`config.mk`:
```
export PLATFORM = sky130hd
export DESIGN_NAME = fret_scanner
export DESIGN_NICKNAME = d
export VERILOG_FILES = /design/src/rtl/fret_scanner_pkg.sv /design/src/rtl/fret_lane.sv /design/src/rtl/fret_scanner.sv
export SDC_FILE = /design/constraint.sdc
export NUM_CORES = 1
export LEC_CHECK = 0
export CORE_MARGIN = 2
export CORE_UTILIZATION = 46
export DETAILED_ROUTE_END_ITERATION = 7
export GPL_TIMING_DRIVEN = 0
export PLACE_DENSITY_LB_ADDON = 0.2
export SLEW_MARGIN = 15
export SYNTH_ARGS = -nofsm -noshare
export SYNTH_HDL_FRONTEND = slang
export SYNTH_HIERARCHICAL = 1
export SYNTH_SLANG_ARGS = --single-unit
```
`constraint.sdc`:
```
create_clock -name CLK -period 3 [get_ports CLK]
set_input_delay 0.75 -clock CLK [delete_from_list [all_inputs] [get_ports CLK]]
set_output_delay 0.75 -clock CLK [all_outputs]
set_load 0.05 [all_outputs]
```
`src/rtl/fret_scanner_pkg.sv`:
```
// Shared types and widths for the fret scanner: luma width, lane state
// encoding, debounce/strum counter widths and the RGB-to-luma helper.
package fret_scanner_pkg;

  localparam int LUMA_W   = 10;
  localparam int SMOOTH_W = 4;
  localparam int STRUM_W  = 4;

  typedef enum logic {
    LANE_RELEASED = 1'b0,
    LANE_PRESSED  = 1'b1
  } laneStateT;

  // R+G+B tops out at 765, so 10 bits never overflow.
  function automatic logic [LUMA_W-1:0] rgbLuma(input logic [23:0] rgb);
    return {2'b00, rgb[23:16]} + {2'b00, rgb[15:8]} + {2'b00, rgb[7:0]};
  endfunction

endpackage

```
`src/rtl/fret_lane.sv`:
```
// One detection lane: point sampling, press/release hysteresis and frame-rate
// debounce. FRET_SCANNER_CAPTURE_EN adds a last-sampled-luma register.
module fret_lane
  import fret_scanner_pkg::*;
#(
  parameter int X_W = 11,
  parameter int Y_W = 10
) (
  input  logic                CLK,
  input  logic                RST_N,
  input  logic                enable,
  input  logic                boundary,
  input  logic                sampleEn,
  input  logic [X_W-1:0]      colCnt,
  input  logic [Y_W-1:0]      lineCnt,
  input  logic [X_W-1:0]      laneX,
  input  logic [Y_W-1:0]      laneY,
  input  logic [23:0]         rgbPixel,
  input  logic [LUMA_W-1:0]   trigOn,
  input  logic [LUMA_W-1:0]   trigOff,
  input  logic [SMOOTH_W-1:0] smoothingVal,
  output logic                laneState,
  output logic                pressRise
`ifdef FRET_SCANNER_CAPTURE_EN
  ,
  output logic [LUMA_W-1:0]   sampleLuma
`endif
);

  laneStateT           state, stateNext;
  logic [SMOOTH_W-1:0] cnt, cntNext;
  logic                cand, candNext;
  logic                sampled, sampledNext;
  logic                hit;
  logic [LUMA_W-1:0]   luma;

  assign hit       = enable && sampleEn && (colCnt == laneX) && (lineCnt == laneY);
  assign luma      = rgbLuma(rgbPixel);
  assign laneState = (state == LANE_PRESSED);

  always_ff @(posedge CLK or negedge RST_N) begin
    if (!RST_N) begin
      state   <= LANE_RELEASED;
      cnt     <= '0;
      cand    <= 1'b0;
      sampled <= 1'b0;
    end else begin
      state   <= stateNext;
      cnt     <= cntNext;
      cand    <= candNext;
      sampled <= sampledNext;
    end
  end

  // Candidate is re-evaluated on every hit so only the last sample of a frame counts.
  always_comb begin
    stateNext   = state;
    cntNext     = cnt;
    candNext    = cand;
    sampledNext = sampled;
    pressRise   = 1'b0;
    if (!enable) begin
      stateNext   = LANE_RELEASED;
      cntNext     = '0;
      candNext    = 1'b0;
      sampledNext = 1'b0;
    end else if (boundary) begin
      if (sampled && cand) begin
        if (cnt >= smoothingVal) begin
          stateNext = (state == LANE_RELEASED) ? LANE_PRESSED : LANE_RELEASED;
          cntNext   = '0;
          pressRise = (state == LANE_RELEASED);
        end else if (cnt != '1) begin
          cntNext = cnt + 1'b1;
        end
      end else begin
        cntNext = '0;
      end
      candNext    = 1'b0;
      sampledNext = 1'b0;
    end else if (hit) begin
      sampledNext = 1'b1;
      candNext    = (state == LANE_RELEASED) ? (luma >= trigOn) : (luma <= trigOff);
    end
  end

`ifdef FRET_SCANNER_CAPTURE_EN
  always_ff @(posedge CLK or negedge RST_N) begin
    if (!RST_N)   sampleLuma <= '0;
    else if (hit) sampleLuma <= luma;
  end
`endif

endmodule

```
`src/rtl/fret_scanner.sv`:
```
// Video-timing driven fret detector: column/line counters, per-lane detection
// and frame-granular strum pulse. Optional FRET_SCANNER_CAPTURE_EN adds sample_luma.
module fret_scanner
  import fret_scanner_pkg::*;
#(
  parameter int NUM_LANES = 5,
  parameter int X_W       = 11,
  parameter int Y_W       = 10
) (
  input  logic                        CLK,
  input  logic                        RST_N,
  input  logic                        enable,
  input  logic                        vsync,
  input  logic                        hsync,
  input  logic                        vde,
  input  logic [23:0]                 rgb_pixel,
  input  logic [NUM_LANES*X_W-1:0]    lane_x,
  input  logic [NUM_LANES*Y_W-1:0]    lane_y,
  input  logic [NUM_LANES*LUMA_W-1:0] trig_on,
  input  logic [NUM_LANES*LUMA_W-1:0] trig_off,
  input  logic [SMOOTH_W-1:0]         smoothing_val,
  input  logic [STRUM_W-1:0]          strum_time,
  output logic [NUM_LANES-1:0]        press,
  output logic                        strum,
  output logic                        frame_tick
`ifdef FRET_SCANNER_CAPTURE_EN
  ,
  output logic [NUM_LANES*LUMA_W-1:0] sample_luma
`endif
);

  logic                 vsyncQ, hsyncQ;
  logic                 vsyncRise, hsyncRise;
  logic [X_W-1:0]       colCnt;
  logic [Y_W-1:0]       lineCnt;
  logic                 lineHasVde;
  logic                 frameValid;
  logic [STRUM_W-1:0]   strumCnt;
  logic [NUM_LANES-1:0] pressRise;

  assign vsyncRise = vsync && !vsyncQ;
  assign hsyncRise = hsync && !hsyncQ;
  assign strum     = (strumCnt != '0);

  // frameValid blocks sampling after reset until the line count is trustworthy.
  always_ff @(posedge CLK or negedge RST_N) begin
    if (!RST_N) begin
      vsyncQ     <= 1'b0;
      hsyncQ     <= 1'b0;
      frame_tick <= 1'b0;
      colCnt     <= '0;
      lineCnt    <= '0;
      lineHasVde <= 1'b0;
      frameValid <= 1'b0;
    end else begin
      vsyncQ     <= vsync;
      hsyncQ     <= hsync;
      frame_tick <= vsyncRise;
      if (hsyncRise)                colCnt <= '0;
      else if (vde && colCnt != '1) colCnt <= colCnt + 1'b1;
      if (vsyncRise) begin
        lineCnt    <= '0;
        lineHasVde <= vde;
        frameValid <= 1'b1;
      end else if (hsyncRise) begin
        if (lineHasVde && lineCnt != '1) lineCnt <= lineCnt + 1'b1;
        lineHasVde <= vde;
      end else if (vde) begin
        lineHasVde <= 1'b1;
      end
    end
  end

  // A new press reloads the counter, so overlapping presses extend the pulse without a gap.
  always_ff @(posedge CLK or negedge RST_N) begin
    if (!RST_N) begin
      strumCnt <= '0;
    end else if (!enable) begin
      strumCnt <= '0;
    end else if (vsyncRise) begin
      if (|pressRise)           strumCnt <= (strum_time == '0) ? STRUM_W'(1) : strum_time;
      else if (strumCnt != '0) strumCnt <= strumCnt - 1'b1;
    end
  end

  for (genvar i = 0; i < NUM_LANES; i++) begin : gLane
    fret_lane #(
      .X_W(X_W),
      .Y_W(Y_W)
    ) uLane (
      .CLK         (CLK),
      .RST_N       (RST_N),
      .enable      (enable),
      .boundary    (vsyncRise),
      .sampleEn    (vde && frameValid),
      .colCnt      (colCnt),
      .lineCnt     (lineCnt),
      .laneX       (lane_x[i*X_W +: X_W]),
      .laneY       (lane_y[i*Y_W +: Y_W]),
      .rgbPixel    (rgb_pixel),
      .trigOn      (trig_on[i*LUMA_W +: LUMA_W]),
      .trigOff     (trig_off[i*LUMA_W +: LUMA_W]),
      .smoothingVal(smoothing_val),
      .laneState   (press[i]),
      .pressRise   (pressRise[i])
`ifdef FRET_SCANNER_CAPTURE_EN
      ,
      .sampleLuma  (sample_luma[i*LUMA_W +: LUMA_W])
`endif
    );
  end

endmodule

```
==> reports/results.ini, run 1 <==
[logic_synthesis]
synth_area_um2 = 9850
synth_top_area_share_pct = 20.7
yosysTopAreaCell = ha_1
syn_inst = 1171
synthTopCellsByArea = ha_1, dfrtp_1, fa_1, inv_1, xnor2_1
synth_nets = 1622
synthArstFlopShare_pct = 100
ys_seq_elements = 65
avgSynthCellArea_um2 = 8.41
yosys.cell_types.count = 64
ys_warn_count = 6
synthFlopType = dfrtp_1
synth_edf_count = 0
yosysSeqAreaShare_pct = 16.5

[placement]
place_hpwl_um = 23300
place_inst = 1695
port_buffers = 248
gp_congestion = 0.905

[pwr]
p_int_w = 0.00291
p_seq_share_pct = 20.0
switching_share_pct = 39.9
power_frac_comb_pct = 59.0
p_leak_nw = 6.37
switchingPower_w = 0.00193
powerDensity_nw_per_um2 = 357
clkPwrFrac_pct = 21.0
peakVddDrop_mv = 0.261

[sta]
tightestPinTransition_ns = 0.839
finalClockSkew_ns = 0.00752
setup_tns_ns = -5.59
rsz0062_at_grt = yes
min_period_over_period_pct = 138
slew_viol_final = 0
finalSetupViolCount = 8
fmax_mhz = 242
final.min_clock_period_ns = 4.13
finalHoldViolations = 0
layout_setup_ws_ns = -1.13
slew_headroom_pct = 43.3

[routing]
route.detailed.drc = 0
drt_pass1_iterations = 4
antenna_left = 0
wirelength_um = 28100
via_per_inst = 5.35
drtIter0Drc = 457
vias = 9327
post_drt_wl_per_cell_um = 16.1

[clock_tree]
cts-buffers-inserted = 9
cts.sinks = 65
ctsLongestPathBuffers = 2
path_clk_slew_ns = 0.06
cts_tree = yes
clk_latency_ns = 0.33
cts_max_level = 3
root_buffer = clkbuf_16

[floorplan]
die_w_um = 150
dieArea_um2 = 22600
design.core.area_um2 = 21000
rows = 53
dieHeight_um = 150
pin_count = 250
initial_core_util_pct = 46.8

[setup_path]
crit_chain = buf_8 > buf_6 > inv_2 > fa_1 > inv_1 > ha_2 > inv_2 > fa_2 > nor2b_1 > o21ai_1 > a21boi_2 > o21a_1 > nor2_1 > xnor2_1 > ha_1 > a211oi_2 > nor2_1 > or4_4 > a311o_1 > a21oi_2
cp-end-kind = flip-flop
critPathArrivalTime_ns = 4.40
cp.required_ns = 3.26
worstSetupStartpointType = primary input
cp_slowest_stage_delay_ns = 0.49
crit_path_max_fanout = 3
crit_type = primary input to flip-flop
cp_slowest_cell = or4_4

[cells_and_area]
syn_to_final_growth_pct = 37.7
instances_no_fill = 1742
post_route_cells_drive_above_1_share_pct = 11.5
register_area_um2 = 1630
nFillCells = 1800
num-nets-final = 1907
multi_input_area_um2 = 7760

[worst_hold_path]
hold_class = primary input to asynchronous set/reset pin

[global_routing]
grt_max_degree = 56
antenna_found_initial = 4
grt_pass1_wl_um = 44300
grt_util_all_layers_pct = 25.1
grt_pass1_vias = 9418
gr-total-overflow = 0

[job]
drv_cap = 0

[status]
status = complete, but fails checks
violations = setup timing

synthesized netlist by cell type (all sizes together), types with 11 or more instances:
| master | count |
|---|---|
| inv | 219 |
| ha | 163 |
| a21oi | 85 |
| xnor2 | 70 |
| dfrtp | 65 |
| xor2 | 62 |
| nor2 | 60 |
| nand2 | 56 |
| fa | 45 |
| nand3 | 39 |
| o21ai | 38 |
| nand4 | 29 |
| a21o | 25 |
| nand2b | 19 |
| and3 | 18 |
| nor2b | 18 |
| nor4 | 17 |
| nor3 | 13 |
| a211oi | 11 |
| o211ai | 11 |
logic make-up after synthesis:
logic type / synth area share [%]
AND/OR/NAND/NOR: 16.3
AO/OA/AOI/OAI: 16.1
buffers and inverters: 8.48
adder cells (fa/ha/maj): 29.9
XOR/XNOR: 11.7
flip-flops: 16.5
multiplexers: 0.928
through the flow:
stage                     utilization, %  setup WS [ns]  hold slack, ns  cell area (um^2)  total power (W)
final                               64.5          -1.13           0.251             13600          0.00484
after global routing                64.4          -1.31           0.255             13500          0.00526
after CTS                           63.6          -1.23           0.246             13400          0.00472
after detailed placement            61.2          -2.13           0.456             12900          0.00356
after global placement              61.1          -2.09           0.444             12800          0.00346
after floorplan                        -          -1.06           0.425             10000          0.00268
cell usage in the layout, fill, tap and decap left out, types with 11 or more instances in the layout:
cell             instances
ha_1                   153
buf_4                   26
dfrtp_1                 65
inv_1                  204
a21oi_1                 64
fa_1                    40
nor4_1                  17
clkdlybuf4s50_1        218
o211ai_1                11
nand2_1                 55
a21o_1                  25
nand4_1                 29
nor2b_1                 15
xor2_1                  62
o21ai_0                 23
and3_1                  18
nand3_1                 37
xnor2_1                 67
a21oi_2                 16
nor2_1                  55
inv_2                   13
nand2b_1                14
o21ai_1                 12
power groups by stage:
stage / sequential, W / clock [W] / combinational (W)
after floorplan: 0.000956 / 0 / 0.00172
after global placement: 0.000982 / 0 / 0.00248
after detailed placement: 0.000981 / 0 / 0.00258
after CTS: 0.000966 / 0.00103 / 0.00273
after global routing: 0.000968 / 0.00108 / 0.00322
final: 0.000967 / 0.00101 / 0.00286
area by class of cell:
class	count	share of cell area, %
Buffer	3	0.0923
Multi-Input combinational cell	884	57.2
Inverter	219	6.14
Clock buffer	9	1.66
Tap cell	275	2.54
Sequential cell	65	12.0
Timing Repair Buffer	274	19.8
Antenna cell	6	0.111
Clock inverter	7	0.452
metal layers:
metal  routed length [um]  global-route usage [%]  up-vias
met5                    8                       0        -
met4                  967                    10.3        2
met3                 2030                    4.55       51
met2                14100                    46.2      303
met1                11000                    28.4     4339
li1                     -                       -     4632
worst max-delay path: cells and delay by family:
family                     cells  cell delay, ns
buffers and inverters          5            0.38
xor gates and xnor gates       1            0.24
and+or+nand+nor                4            0.73
AOI/OAI and AO/OA              6            1.07
adders and majority gates      4            1.22
registers in the layout, summed over array words and instances, names as in the netlist:
signal,flops
gLane.uLane/cnt,20
gLane.uLane/cand,5
frame_tick,1
strumCnt,4
colCnt,11
gLane.uLane/sampled,5
lineCnt,10
gLane.uLane/laneState,5
hsyncQ,1
vsyncQ,1
lineHasVde,1
frameValid,1
worst paths after layout:
kind	start	end	slack (ns)	cells past startpoint
setup / recovery	rgb_pixel[9]	gLane[4].uLane/cand	-1.13	20
hold / removal	RST_N	colCnt[9]	0.25	1
setup reg to reg	gLane[0].uLane/cnt[0]	strumCnt[1]	-0.01	11
hold reg to reg	frameValid	frameValid	0.48	1
max in group asynchronous	RST_N	strumCnt[0]	2.22	2
min in group CLK	frameValid	frameValid	0.48	1
timing repair:
item / in CTS / in global routing
hold buffers: 0 / 0
pin swaps: 61 / 57
setup buffers: 23 / 3
gates resized for setup: 108 / 42
setup endpoints to repair: 11 / 9
hold endpoints to repair: 0 / 0
No activity file was read; power rests on OpenSTA's default activity.
==> run 2, diff against run 1 <==
Settings changed: CELL_PAD_IN_SITES_DETAIL_PLACEMENT set to 2, CELL_PAD_IN_SITES_GLOBAL_PLACEMENT set to 2, CORE_UTILIZATION 46 to 27, HOLD_SLACK_MARGIN set to 0.02.
==> reports/results.ini, run 2 (synthesis results as in run 1) <==
[cells_and_area]
post_route_cells_drive_above_1_share_pct = 11.9  ; was 11.5%
insertedDiodeCount = 0  ; was 6
largest-register = gLane.uLane/cnt  ; unchanged
largest_reg_flops = 20  ; unchanged
layout_commonest_cell = clkdlybuf4s50_1  ; unchanged
syn_to_final_growth_pct = 40.3  ; was 37.7%
layout_common_cells = clkdlybuf4s50_1, inv_1, ha_1, a21oi_1, dfrtp_1  ; was clkdlybuf4s50_1, inv_1, ha_1, xnor2_1, dfrtp_1
num-nets-final = 1913  ; was 1,907
largestRegisters = gLane.uLane/cnt: 20 flops, colCnt: 11 flops, lineCnt: 10 flops  ; unchanged
final_area_um2 = 13800  ; was 13,600 um^2

[placement]
gp_congestion = 0.886  ; was 0.905
preCtsSetupSlack_ns = -2.26  ; was -2.13 ns
place_hpwl_um = 30500  ; was 23,300 um
placed_cell_area_um2 = 13100  ; was 12,900 um^2
port_buffers = 248  ; unchanged

[sta]
holdWs_ns = 0.312  ; was 0.251 ns
layout_setup_ws_ns = -1.09  ; was -1.13 ns
finalSetupViolCount = 8  ; unchanged
min_period_over_period_pct = 136  ; was 138%
finalClockSkew_ns = 0.00780  ; was 0.00752 ns
slew_headroom_pct = 50.6  ; was 43.3%
finalHoldViolations = 0  ; unchanged
tightestPinTransition_ns = 0.739  ; was 0.839 ns
rsz0062_at_grt = yes  ; unchanged
fmax_mhz = 244  ; was 242 MHz
final.min_clock_period_ns = 4.09  ; was 4.13 ns
slew_viol_final = 0  ; unchanged

[floorplan]
pin_count = 250  ; unchanged
dieArea_um2 = 38000  ; was 22,600 um^2
dieHeight_um = 195  ; was 150 um
die_w_um = 195  ; was 150 um
rows = 69  ; was 53
design.core.area_um2 = 35700  ; was 21,000 um^2
initial_core_util_pct = 27.5  ; was 46.8%

[routing]
drtIter0Drc = 267  ; was 457
vias = 9637  ; was 9,327
antenna_left = 0  ; unchanged
via_per_inst = 5.00  ; was 5.35
route.detailed.drc = 0  ; unchanged
wirelength_um = 36500  ; was 28,100 um
drt_pass1_iterations = 4  ; unchanged
post_drt_wl_per_cell_um = 18.9  ; was 16.1 um

[global_routing]
grt_pass1_wl_um = 57700  ; was 44,300 um
gr-total-overflow = 0  ; unchanged
grt_util_all_layers_pct = 19.3  ; was 25.1%
grt_pass1_vias = 10800  ; was 9,418
antenna_found_initial = 3  ; was 4
grt_max_degree = 48  ; was 56

[pwr]
p_int_w = 0.00304  ; was 0.00291 W
p_leak_nw = 6.43  ; was 6.37 nW
power_frac_comb_pct = 59.3  ; was 59.0%
switchingPower_w = 0.00200  ; was 0.00193 W
peakVddDrop_mv = 0.184  ; was 0.261 mV
powerDensity_nw_per_um2 = 365  ; was 357 nW/um^2
p_seq_share_pct = 19.2  ; was 20.0%
clkPwrFrac_pct = 21.5  ; was 21.0%
switching_share_pct = 39.7  ; was 39.9%

[status]
violations = setup timing  ; unchanged
status = complete, but fails checks  ; unchanged

[setup_path]
critPathArrivalTime_ns = 4.36  ; was 4.40 ns
cp-end-kind = flip-flop  ; unchanged
cp.required_ns = 3.27  ; was 3.26 ns
crit_type = primary input to flip-flop  ; unchanged
crit_path_max_fanout = 5  ; was 3
worstSetupStartpointType = primary input  ; unchanged

[clock_tree]
clk_latency_ns = 0.34  ; was 0.33 ns
ctsLongestPathBuffers = 2  ; unchanged
cts_max_level = 3  ; unchanged
cts.sinks = 65  ; unchanged
cts-buffers-inserted = 9  ; unchanged
path_clk_slew_ns = 0.06  ; about the same
root_buffer = clkbuf_16  ; unchanged
cts_tree = yes  ; unchanged

[job]
drv_cap = 0  ; unchanged

[worst_hold_path]
hold_class = primary input to asynchronous set/reset pin  ; unchanged

==> run 2: cell type report <==
cell class	count	area [um^2]
Fill cell	4009	21900
Multi-Input combinational cell	884	7740
Timing Repair Buffer	280	2730
Sequential cell	65	1630
Inverter	219	837
Tap cell	461	577
Clock buffer	12	256
Clock inverter	3	40.0
Buffer	3	12.5
==> run 2: worst paths after layout <==
| check | from | end | slack [ns] | cells past startpoint |
|---|---|---|---|---|
| max | rgb_pixel[10] | gLane[3].uLane/cand | -1.09 | 16 |
| min | RST_N | colCnt[2] | 0.31 | 1 |
| max reg2reg | gLane[0].uLane/cnt[0] | strumCnt[1] | 0 | 11 |
| min reg2reg | frameValid | frameValid | 0.47 | 1 |
| max in group asynchronous | RST_N | gLane[4].uLane/laneState | 2.13 | 2 |
| min in group CLK | frameValid | frameValid | 0.47 | 1 |
==> run 2: critical path: stages <==
cell      delay, ns
buf_4          0.16
fa_1           0.58
inv_1          0.07
fa_2           0.39
nor2b_1        0.12
o21ai_1        0.10
a21boi_1       0.20
o21a_1         0.20
nor2_2         0.06
xnor2_2        0.23
ha_1           0.29
a211oi_2       0.20
nor2_1         0.06
or4_1          0.48
a311o_1        0.34
a21oi_2        0.12
==> run 2: power by group through the flow <==
stage	clock, W	combinational (W)	sequential, W
3_5_place_dp	0	0.00277	0.000988
4_1_cts	0.00111	0.00299	0.000972
6_report	0.00108	0.00299	0.000969
5_1_grt	0.00115	0.00340	0.000976
2_1_floorplan	0	0.00172	0.000956
3_3_place_gp	0	0.00264	0.000987
==> run 2: metrics by stage <==
step	power (W)	setup TNS [ns]	utilization (%)	cells
5_1_grt	0.00552	-6.75	38.7	1927
3_5_place_dp	0.00376	-17.68	36.6	1881
4_1_cts	0.00507	-5.28	38.3	1919
2_1_floorplan	0.00268	-4.73	-	1171
3_3_place_gp	0.00363	-109.18	36.6	1880
6_report	0.00504	-5.02	38.7	1927
==> run 2: per-layer routing <==
layer / vias to the layer above / global-route usage (%) / wire length, um
li1: 4628 / - / -
met1: 4774 / 22.0 / 15000
met2: 194 / 37.1 / 19300
met3: 35 / 3.19 / 1390
met4: 6 / 4.81 / 688
met5: - / 0 / 43
==> run 2: what timing repair did <==
item	in CTS	in global routing
setup buffers	23	8
hold buffers	0	0
pin swaps	54	30
endpoints found under the setup margin	11	9
resized for setup	139	25
